`src/rtl/tl_timer_pkg.sv`:
```
// tl_timer_pkg: register offsets and field positions
// of the TL-UL machine timer.
package tl_timer_pkg;

  localparam logic [7:0] CTRL_OFFSET        = 8'h00;
  localparam logic [7:0] PRESCALE_OFFSET    = 8'h04;
  localparam logic [7:0] STEP_OFFSET        = 8'h08;
  localparam logic [7:0] MTIME_LO_OFFSET    = 8'h0C;
  localparam logic [7:0] MTIME_HI_OFFSET    = 8'h10;
  localparam logic [7:0] MTIMECMP_LO_OFFSET = 8'h14;
  localparam logic [7:0] MTIMECMP_HI_OFFSET = 8'h18;
  localparam logic [7:0] INTR_STATE_OFFSET  = 8'h1C;
  localparam logic [7:0] INTR_ENABLE_OFFSET = 8'h20;

  localparam int CTRL_EN_BIT    = 0;
  localparam int INTR_TIMER_BIT = 0;

endpackage

```
`src/rtl/tlul_pkg.sv`:
```
// tlul_pkg: TL-UL channel types and opcodes shared by
// crossbar and device front ends.
package tlul_pkg;

  localparam logic [2:0] PutFullData    = 3'h0;
  localparam logic [2:0] PutPartialData = 3'h1;
  localparam logic [2:0] Get            = 3'h4;

  localparam logic [2:0] AccessAck      = 3'h0;
  localparam logic [2:0] AccessAckData  = 3'h1;

  typedef struct packed {
    logic [6:0] cmd_intg;
    logic [6:0] data_intg;
  } tl_a_user_t;

  typedef struct packed {
    logic [6:0] rsp_intg;
    logic [6:0] data_intg;
  } tl_d_user_t;

  localparam tl_d_user_t TL_D_USER_DEFAULT = '{
    rsp_intg:  7'h0,
    data_intg: 7'h0
  };

  typedef struct packed {
    logic        a_valid;
    logic [2:0]  a_opcode;
    logic [2:0]  a_param;
    logic [1:0]  a_size;
    logic [7:0]  a_source;
    logic [31:0] a_address;
    logic [3:0]  a_mask;
    logic [31:0] a_data;
    tl_a_user_t  a_user;
    logic        d_ready;
  } tl_h2d_t;

  typedef struct packed {
    logic        d_valid;
    logic [2:0]  d_opcode;
    logic [2:0]  d_param;
    logic [1:0]  d_size;
    logic [7:0]  d_source;
    logic        d_sink;
    logic [31:0] d_data;
    tl_d_user_t  d_user;
    logic        d_error;
    logic        a_ready;
  } tl_d2h_t;

endpackage

```
`src/rtl/tl_timer_core.sv`:
```
// tl_timer_core: prescaler and 64-bit mtime counter with
// per-half software load.
module tl_timer_core #(
  parameter int PrescaleWidth = 12,
  parameter int StepWidth = 8
) (
  input  logic                     clk_i,
  input  logic                     rst_i,
  input  logic                     enable,
  input  logic [PrescaleWidth-1:0] prescale,
  input  logic [StepWidth-1:0]     step,
  input  logic                     pcnt_clr,
  input  logic                     load_lo,
  input  logic                     load_hi,
  input  logic [31:0]              load_data,
  output logic [63:0]              mtime,
  output logic                     tick
);

  logic [PrescaleWidth-1:0] pcnt;
  logic [63:0]              mtime_d;

  assign tick = enable && (pcnt == prescale);

  always_ff @(posedge clk_i or posedge rst_i) begin
    if (rst_i) begin
      pcnt <= '0;
    end else if (pcnt_clr || tick) begin
      pcnt <= '0;
    end else if (enable) begin
      pcnt <= pcnt + PrescaleWidth'(1);
    end
  end

  // A software load replaces only its own half, after the tick.
  always_comb begin
    mtime_d = mtime;
    if (tick) begin
      mtime_d = mtime + 64'(step);
    end
    if (load_lo) begin
      mtime_d[31:0] = load_data;
    end
    if (load_hi) begin
      mtime_d[63:32] = load_data;
    end
  end

  always_ff @(posedge clk_i or posedge rst_i) begin
    if (rst_i) begin
      mtime <= '0;
    end else begin
      mtime <= mtime_d;
    end
  end

endmodule

```
`src/rtl/tl_timer.sv`:
```
// tl_timer: TL-UL machine timer with prescaled 64-bit mtime,
// mtimecmp compare and a level timer interrupt.
module tl_timer
  import tlul_pkg::*;
  import tl_timer_pkg::*;
#(
  parameter int PrescaleWidth = 12,
  parameter int StepWidth = 8
) (
  input  logic              clk_i,
  input  logic              rst_i,
  input  tlul_pkg::tl_h2d_t tl_i,
  output tlul_pkg::tl_d2h_t tl_o,
  output logic              intr_timer_o
);

  logic                     rsp_pending;
  logic                     a_ready;
  logic                     a_ack;
  logic                     is_get;
  logic                     is_put;
  logic                     req_err;
  logic                     wr_en;
  logic [7:0]               addr;
  logic [31:0]              wdata;
  logic [31:0]              rdata;

  logic sel_ctrl;
  logic sel_prescale;
  logic sel_step;
  logic sel_mtime_lo;
  logic sel_mtime_hi;
  logic sel_cmp_lo;
  logic sel_cmp_hi;
  logic sel_intr_state;
  logic sel_intr_enable;
  logic sel_any;

  logic                     ctrl_en;
  logic [PrescaleWidth-1:0] prescale;
  logic [StepWidth-1:0]     step;
  logic [63:0]              mtime;
  logic [63:0]              mtimecmp;
  logic                     intr_state;
  logic                     intr_state_d;
  logic                     intr_en;
  logic                     intr_en_d;
  logic                     intr_q;
  logic                     cmp_hit;
  logic                     tick;

  logic [2:0]               rsp_opcode;
  logic [1:0]               rsp_size;
  logic [7:0]               rsp_source;
  logic [31:0]              rsp_data;
  logic                     rsp_error;

  logic                     unused_bits;

  assign a_ready = !rsp_pending;
  assign a_ack   = tl_i.a_valid && a_ready;
  assign addr    = tl_i.a_address[7:0];
  assign wdata   = tl_i.a_data;

  assign sel_ctrl        = addr == CTRL_OFFSET;
  assign sel_prescale    = addr == PRESCALE_OFFSET;
  assign sel_step        = addr == STEP_OFFSET;
  assign sel_mtime_lo    = addr == MTIME_LO_OFFSET;
  assign sel_mtime_hi    = addr == MTIME_HI_OFFSET;
  assign sel_cmp_lo      = addr == MTIMECMP_LO_OFFSET;
  assign sel_cmp_hi      = addr == MTIMECMP_HI_OFFSET;
  assign sel_intr_state  = addr == INTR_STATE_OFFSET;
  assign sel_intr_enable = addr == INTR_ENABLE_OFFSET;

  assign sel_any = sel_ctrl | sel_prescale | sel_step |
                   sel_mtime_lo | sel_mtime_hi |
                   sel_cmp_lo | sel_cmp_hi |
                   sel_intr_state | sel_intr_enable;

  assign is_get = tl_i.a_opcode == Get;
  assign is_put = (tl_i.a_opcode == PutFullData) ||
                  (tl_i.a_opcode == PutPartialData);

  assign req_err = !sel_any ||
                   (tl_i.a_address[1:0] != 2'b00) ||
                   (is_put && (tl_i.a_mask != 4'hF)) ||
                   !(is_get || is_put);

  assign wr_en = a_ack && is_put && !req_err;

  always_comb begin
    rdata = '0;
    unique case (1'b1)
      sel_ctrl:        rdata[CTRL_EN_BIT] = ctrl_en;
      sel_prescale:    rdata[PrescaleWidth-1:0] = prescale;
      sel_step:        rdata[StepWidth-1:0] = step;
      sel_mtime_lo:    rdata = mtime[31:0];
      sel_mtime_hi:    rdata = mtime[63:32];
      sel_cmp_lo:      rdata = mtimecmp[31:0];
      sel_cmp_hi:      rdata = mtimecmp[63:32];
      sel_intr_state:  rdata[INTR_TIMER_BIT] = intr_state;
      sel_intr_enable: rdata[INTR_TIMER_BIT] = intr_en;
      default:         rdata = '0;
    endcase
  end

  always_ff @(posedge clk_i or posedge rst_i) begin
    if (rst_i) begin
      ctrl_en  <= 1'b0;
      prescale <= '0;
      step     <= StepWidth'(1);
      mtimecmp <= '1;
    end else if (wr_en) begin
      if (sel_ctrl)     ctrl_en <= wdata[CTRL_EN_BIT];
      if (sel_prescale) prescale <= wdata[PrescaleWidth-1:0];
      if (sel_step)     step <= wdata[StepWidth-1:0];
      if (sel_cmp_lo)   mtimecmp[31:0] <= wdata;
      if (sel_cmp_hi)   mtimecmp[63:32] <= wdata;
    end
  end

  tl_timer_core #(
    .PrescaleWidth(PrescaleWidth),
    .StepWidth(StepWidth)
  ) u_core (
    .clk_i(clk_i),
    .rst_i(rst_i),
    .enable(ctrl_en),
    .prescale(prescale),
    .step(step),
    .pcnt_clr(wr_en && sel_prescale),
    .load_lo(wr_en && sel_mtime_lo),
    .load_hi(wr_en && sel_mtime_hi),
    .load_data(wdata),
    .mtime(mtime),
    .tick(tick)
  );

  assign cmp_hit = mtime >= mtimecmp;

  // Set beats a coincident W1C clear.
  always_comb begin
    intr_state_d = intr_state;
    intr_en_d    = intr_en;
    if (wr_en && sel_intr_state && wdata[INTR_TIMER_BIT]) begin
      intr_state_d = 1'b0;
    end
    if (cmp_hit) begin
      intr_state_d = 1'b1;
    end
    if (wr_en && sel_intr_enable) begin
      intr_en_d = wdata[INTR_TIMER_BIT];
    end
  end

  // The output gets its own flop so the core sees no AND glitch.
  always_ff @(posedge clk_i or posedge rst_i) begin
    if (rst_i) begin
      intr_state <= 1'b0;
      intr_en    <= 1'b0;
      intr_q     <= 1'b0;
    end else begin
      intr_state <= intr_state_d;
      intr_en    <= intr_en_d;
      intr_q     <= intr_state_d & intr_en_d;
    end
  end

  assign intr_timer_o = intr_q;

  always_ff @(posedge clk_i or posedge rst_i) begin
    if (rst_i) begin
      rsp_pending <= 1'b0;
      rsp_opcode  <= '0;
      rsp_size    <= '0;
      rsp_source  <= '0;
      rsp_data    <= '0;
      rsp_error   <= 1'b0;
    end else if (a_ack) begin
      rsp_pending <= 1'b1;
      rsp_opcode  <= is_get ? AccessAckData : AccessAck;
      rsp_size    <= tl_i.a_size;
      rsp_source  <= tl_i.a_source;
      rsp_data    <= (is_get && !req_err) ? rdata : '0;
      rsp_error   <= req_err;
    end else if (rsp_pending && tl_i.d_ready) begin
      rsp_pending <= 1'b0;
    end
  end

  always_comb begin
    tl_o          = '0;
    tl_o.d_valid  = rsp_pending;
    tl_o.d_opcode = rsp_opcode;
    tl_o.d_size   = rsp_size;
    tl_o.d_source = rsp_source;
    tl_o.d_data   = rsp_data;
    tl_o.d_user   = TL_D_USER_DEFAULT;
    tl_o.d_error  = rsp_error;
    tl_o.a_ready  = a_ready;
  end

  assign unused_bits = ^{tl_i.a_param, tl_i.a_user,
                         tl_i.a_address[31:8], tick};

endmodule

```
`config.mk`:
```
export PLATFORM = sky130hd
export DESIGN_NAME = tl_timer
export DESIGN_NICKNAME = d
export VERILOG_FILES = /design/src/rtl/tl_timer_pkg.sv /design/src/rtl/tlul_pkg.sv /design/src/rtl/tl_timer_core.sv /design/src/rtl/tl_timer.sv
export SDC_FILE = /design/constraint.sdc
export NUM_CORES = 1
export LEC_CHECK = 0
export CAP_MARGIN = 0
export CORE_UTILIZATION = 33
export CTS_CLUSTER_DIAMETER = 120
export DETAILED_ROUTE_END_ITERATION = 10
export PLACE_DENSITY = 0.54
export SYNTH_ARGS = -nofsm -noshare
export SYNTH_HDL_FRONTEND = slang
export SYNTH_SLANG_ARGS = --single-unit
```
`constraint.sdc`:
```
create_clock -name clk_i -period 7.8 [get_ports clk_i]
set_clock_uncertainty 0.05 [all_clocks]
set_input_delay 1.17 -clock clk_i [delete_from_list [all_inputs] [get_ports clk_i]]
set_output_delay 1.17 -clock clk_i [all_outputs]
set_load 0.1 [all_outputs]
```
==> out/results.txt <==
The run finished, with violations left. The checks that failed: design-rule violations. The transition time at the pin with the least slew margin works out to 1160 ps.

The tools report the sequential share of the synthesized area as 44.0%. The final number of max-transition violations was 0. The die is 193 um tall.

The effective utilization at floorplan is 33.7%, and the share of async-settable or async-resettable flops after synthesis is 100%. Critical setup path kind: in2reg. The routed via count divided by cell count works out to 5.19. The hold violation count in the final report came out at 0. In the synthesized netlist, the cells that appear most often are 193 x sky130_fd_sc_hd__nand2_1, 144 x sky130_fd_sc_hd__dfrtp_1, 114 x sky130_fd_sc_hd__o21ai_0. Yosys attributes the largest share of cell area to sky130_fd_sc_hd__dfrtp_1 30%, sky130_fd_sc_hd__dfstp_2 14%, sky130_fd_sc_hd__ha_1 7.6%.

The run gives 35,800 sq um as the core outline area. The tools report the signal arrival time at the worst endpoint as 4530 ps. The critical path goes through clkdlybuf4s50_1 > nor3_1 > and2_1 > and3_2 > and2_2 > o21ai_0. The placer's final routability congestion estimate was 0.815. The critical path's slowest cell is sky130_fd_sc_hd__and2_2. The worst path needs 4180 ps of the cycle, external delays included. Setup violations remaining at the end of the flow were counted as 0. At the later pin of the worst-skew pair, clock insertion delay measures 530 ps. TritonCTS built the clock tree. The leftover overflow at the end of global routing was 0. The layout has 3,556 filler cells. Setup repair after global routing left no endpoint under its margin. The post-route netlist has 11.4% of its cells at a drive strength greater than 1.

After synthesis, the mean cell area works out to 9.17 sq um. The die area is 37,400 sq um, and the clock input transition at the sequential cells of the worst setup and hold paths is 60 ps. The most common cell in the synthesized netlist is sky130_fd_sc_hd__nand2_1. Wires add up to 35,000 um. The cell type with the highest aggregate area in the netlist is sky130_fd_sc_hd__dfrtp_1. The repair_antennas step left the layout with diodes totalling 0.

The count of state elements after synthesis came out at 209. In this run the tightest slew margin relative to its limit is 22.7%. After technology mapping, the gate count stands at 1,318. The netlist area before placement is 12,100 sq um, and the number of levels in the clock H-tree is 1. For the overall power after layout, the log shows 2.55 mW. The detail route stage leaves a number of antenna-violating nets equal to 0. CTS placed an instance of sky130_fd_sc_hd__clkbuf_16 at the clock tree root. Number of distinct library cells after synthesis: 63.

The run gives 73 as the maximum number of pins on one net before global-route repair. The number of antenna violations at the first check in global routing is 0. The area added between synthesis and finish was 18.1%; the number of instances resized during post-cts repair was 0.

The run gives 0 as the number of warnings issued by yosys. The worst endpoint required time came out at 8150 ps. For the first-pass GRT wire length, the log shows 56,300 um. Dividing the detail-routed wire length by the instance count gives 18.8 um. The capturing element type of the critical path is a register.

Setup total negative slack on the finished layout was measured at 0 ps. The most used flip-flop cell after synthesis is sky130_fd_sc_hd__dfrtp_1. Startpoint type of the worst setup path: a primary input. The stage delay of the slowest cell on the critical path works out to 1060 ps. Global routing used 18.9% of the available tracks. In this run the worst hold path is classified as reg2reg.

In this run, synthesis inferred 0 flip-flops with an integrated enable. For the number of buffers on the longest clock path, the log shows 3. The total power divided by cell area was 179 nW/um^2; the highest clock frequency the design can meet was 0.239 GHz.

The number of CTS-inserted buffers is 25, and the HPWL reported at the end of detailed placement is 23,900 um. The die is 193 um wide. For the number of global-route vias before repair, the log shows 9,707.

The DRC violations left is 14, and the number of nets in the final layout is 1,564. In this run, the number of DRC markers left after iteration 0 of detailed routing was 672. The portion of the clock cycle consumed by the worst path in the final layout came out at 53.6%. For this design the static power due to leakage is 6.34 nW. The run gives 0.000131 V as the peak ir drop on the vdd network. Pin placement for this block handled 169 I/O pins.

The routed layout has 9,693 vias. The post-route core utilization came out at 39.8%. Summed over its instances, the top area cell type makes up 29.8% of the synthesized netlist area. After clock tree synthesis, the flow added hold-fix buffers numbering 0. The logs give 0 for the number of post-CTS setup repair buffers and 209 for the number of sinks handled by clock tree synthesis. The floorplan row count is 69, and the first-pass detailed-route iteration total is 10. Max-cap violations in this run came to 0.

The number of I/O port buffers came out at 107. The largest fanout on the critical path came out at 64.
[cell families after synthesis]
group / Yosys count / synth area share [%]
xor gates and xnor gates: 84 / 6.15
adders and majority gates: 74 / 7.73
AOI/OAI and AO/OA: 316 / 16.5
and+or+nand+nor: 429 / 16.8
buffers and inverters: 177 / 6.29
other: 1 / 0.0310
DFF: 209 / 44.0
muxes: 28 / 2.57
[through the flow]
step,hold WS [ps],setup slack [ps],instance area (sq um),instances
2_1_floorplan,401,978,12200,1337
3_3_place_gp,409,3160,13400,1822
3_5_place_dp,414,3090,13400,1822
4_1_cts,429,3640,14300,1867
5_1_grt,450,3230,14300,1867
6_report,423,3620,14300,1867
[report_power, final]
| part | internal, mW | switching [mW] | leakage [nW] |
|---|---|---|---|
| Combinational | 0.0613 | 0.216 | 3.59 |
| Clock | 0.704 | 0.467 | 0.411 |
| Sequential | 1.10 | 0.00631 | 2.34 |
[placed cells by master, fill, tap and decap left out, drive strengths merged, types with 12 or more instances in the layout]
cell type,instances
a21oi,60
a221oi,20
a22o,33
a22oi,25
and3,20
clkbuf,38
clkdlybuf4s50,107
conb,20
dfrtp,144
dfstp,65
ha,73
inv,85
mux2,24
nand2,194
nand3,35
nand4,27
nor2,76
nor3,24
nor4,12
o21ai,133
xnor2,56
xor2,28
[worst paths after layout]
kind,start,end,slack [ps],cells after the start
max in group asynchronous,rst_i,u_core.pcnt[10],5250,3
min,rsp_source[4],rsp_source[4],420,2
max reg2reg,step[0],u_core.mtime[58],4250,10
max,tl_i[56],mtimecmp[40],3620,6
min reg2reg,rsp_source[4],rsp_source[4],420,2
min in group asynchronous,rst_i,rsp_data[24],1040,2
[metal layers]
layer	share of wire (%)	track usage (%)	wire (um)	vias to the layer above
met2	44	30.0	15500	244
met4	2.5	5.27	874	0
met5	0	0	0	-
met3	5.4	3.02	1890	50
met1	48	26.7	16700	4688
li1	-	-	-	4711
[flip-flops by register name, indices dropped and copies added (netlist names)]
register	flops
rsp_pending	1
u_core.mtime	64
rsp_data	32
prescale	12
rsp_size	2
rsp_source	8
ctrl_en	1
intr_timer_o	1
intr_en	1
mtimecmp	64
step	8
intr_state	1
u_core.pcnt	12
rsp_error	1
rsp_opcode	1
[worst max-delay path, delay by kind of cell]
| kind | cells | cell delay, ps |
|---|---|---|
| buf+inv | 1 | 510 |
| compound gates | 1 | 210 |
| simple gates | 4 | 2630 |
[cell type report]
class / count / area [sq um] / share of cell area, %
flip-flops and latches: 209 / 5310 / 37.2
multi-input cells: 951 / 6090 / 42.7
clock buffers: 38 / 764 / 5.36
inverters: 85 / 327 / 2.29
repair buffers: 116 / 1140 / 7.98
clock inverters: 7 / 62.6 / 0.438
well taps: 461 / 577 / 4.04
(Power assumes the default switching activity.)
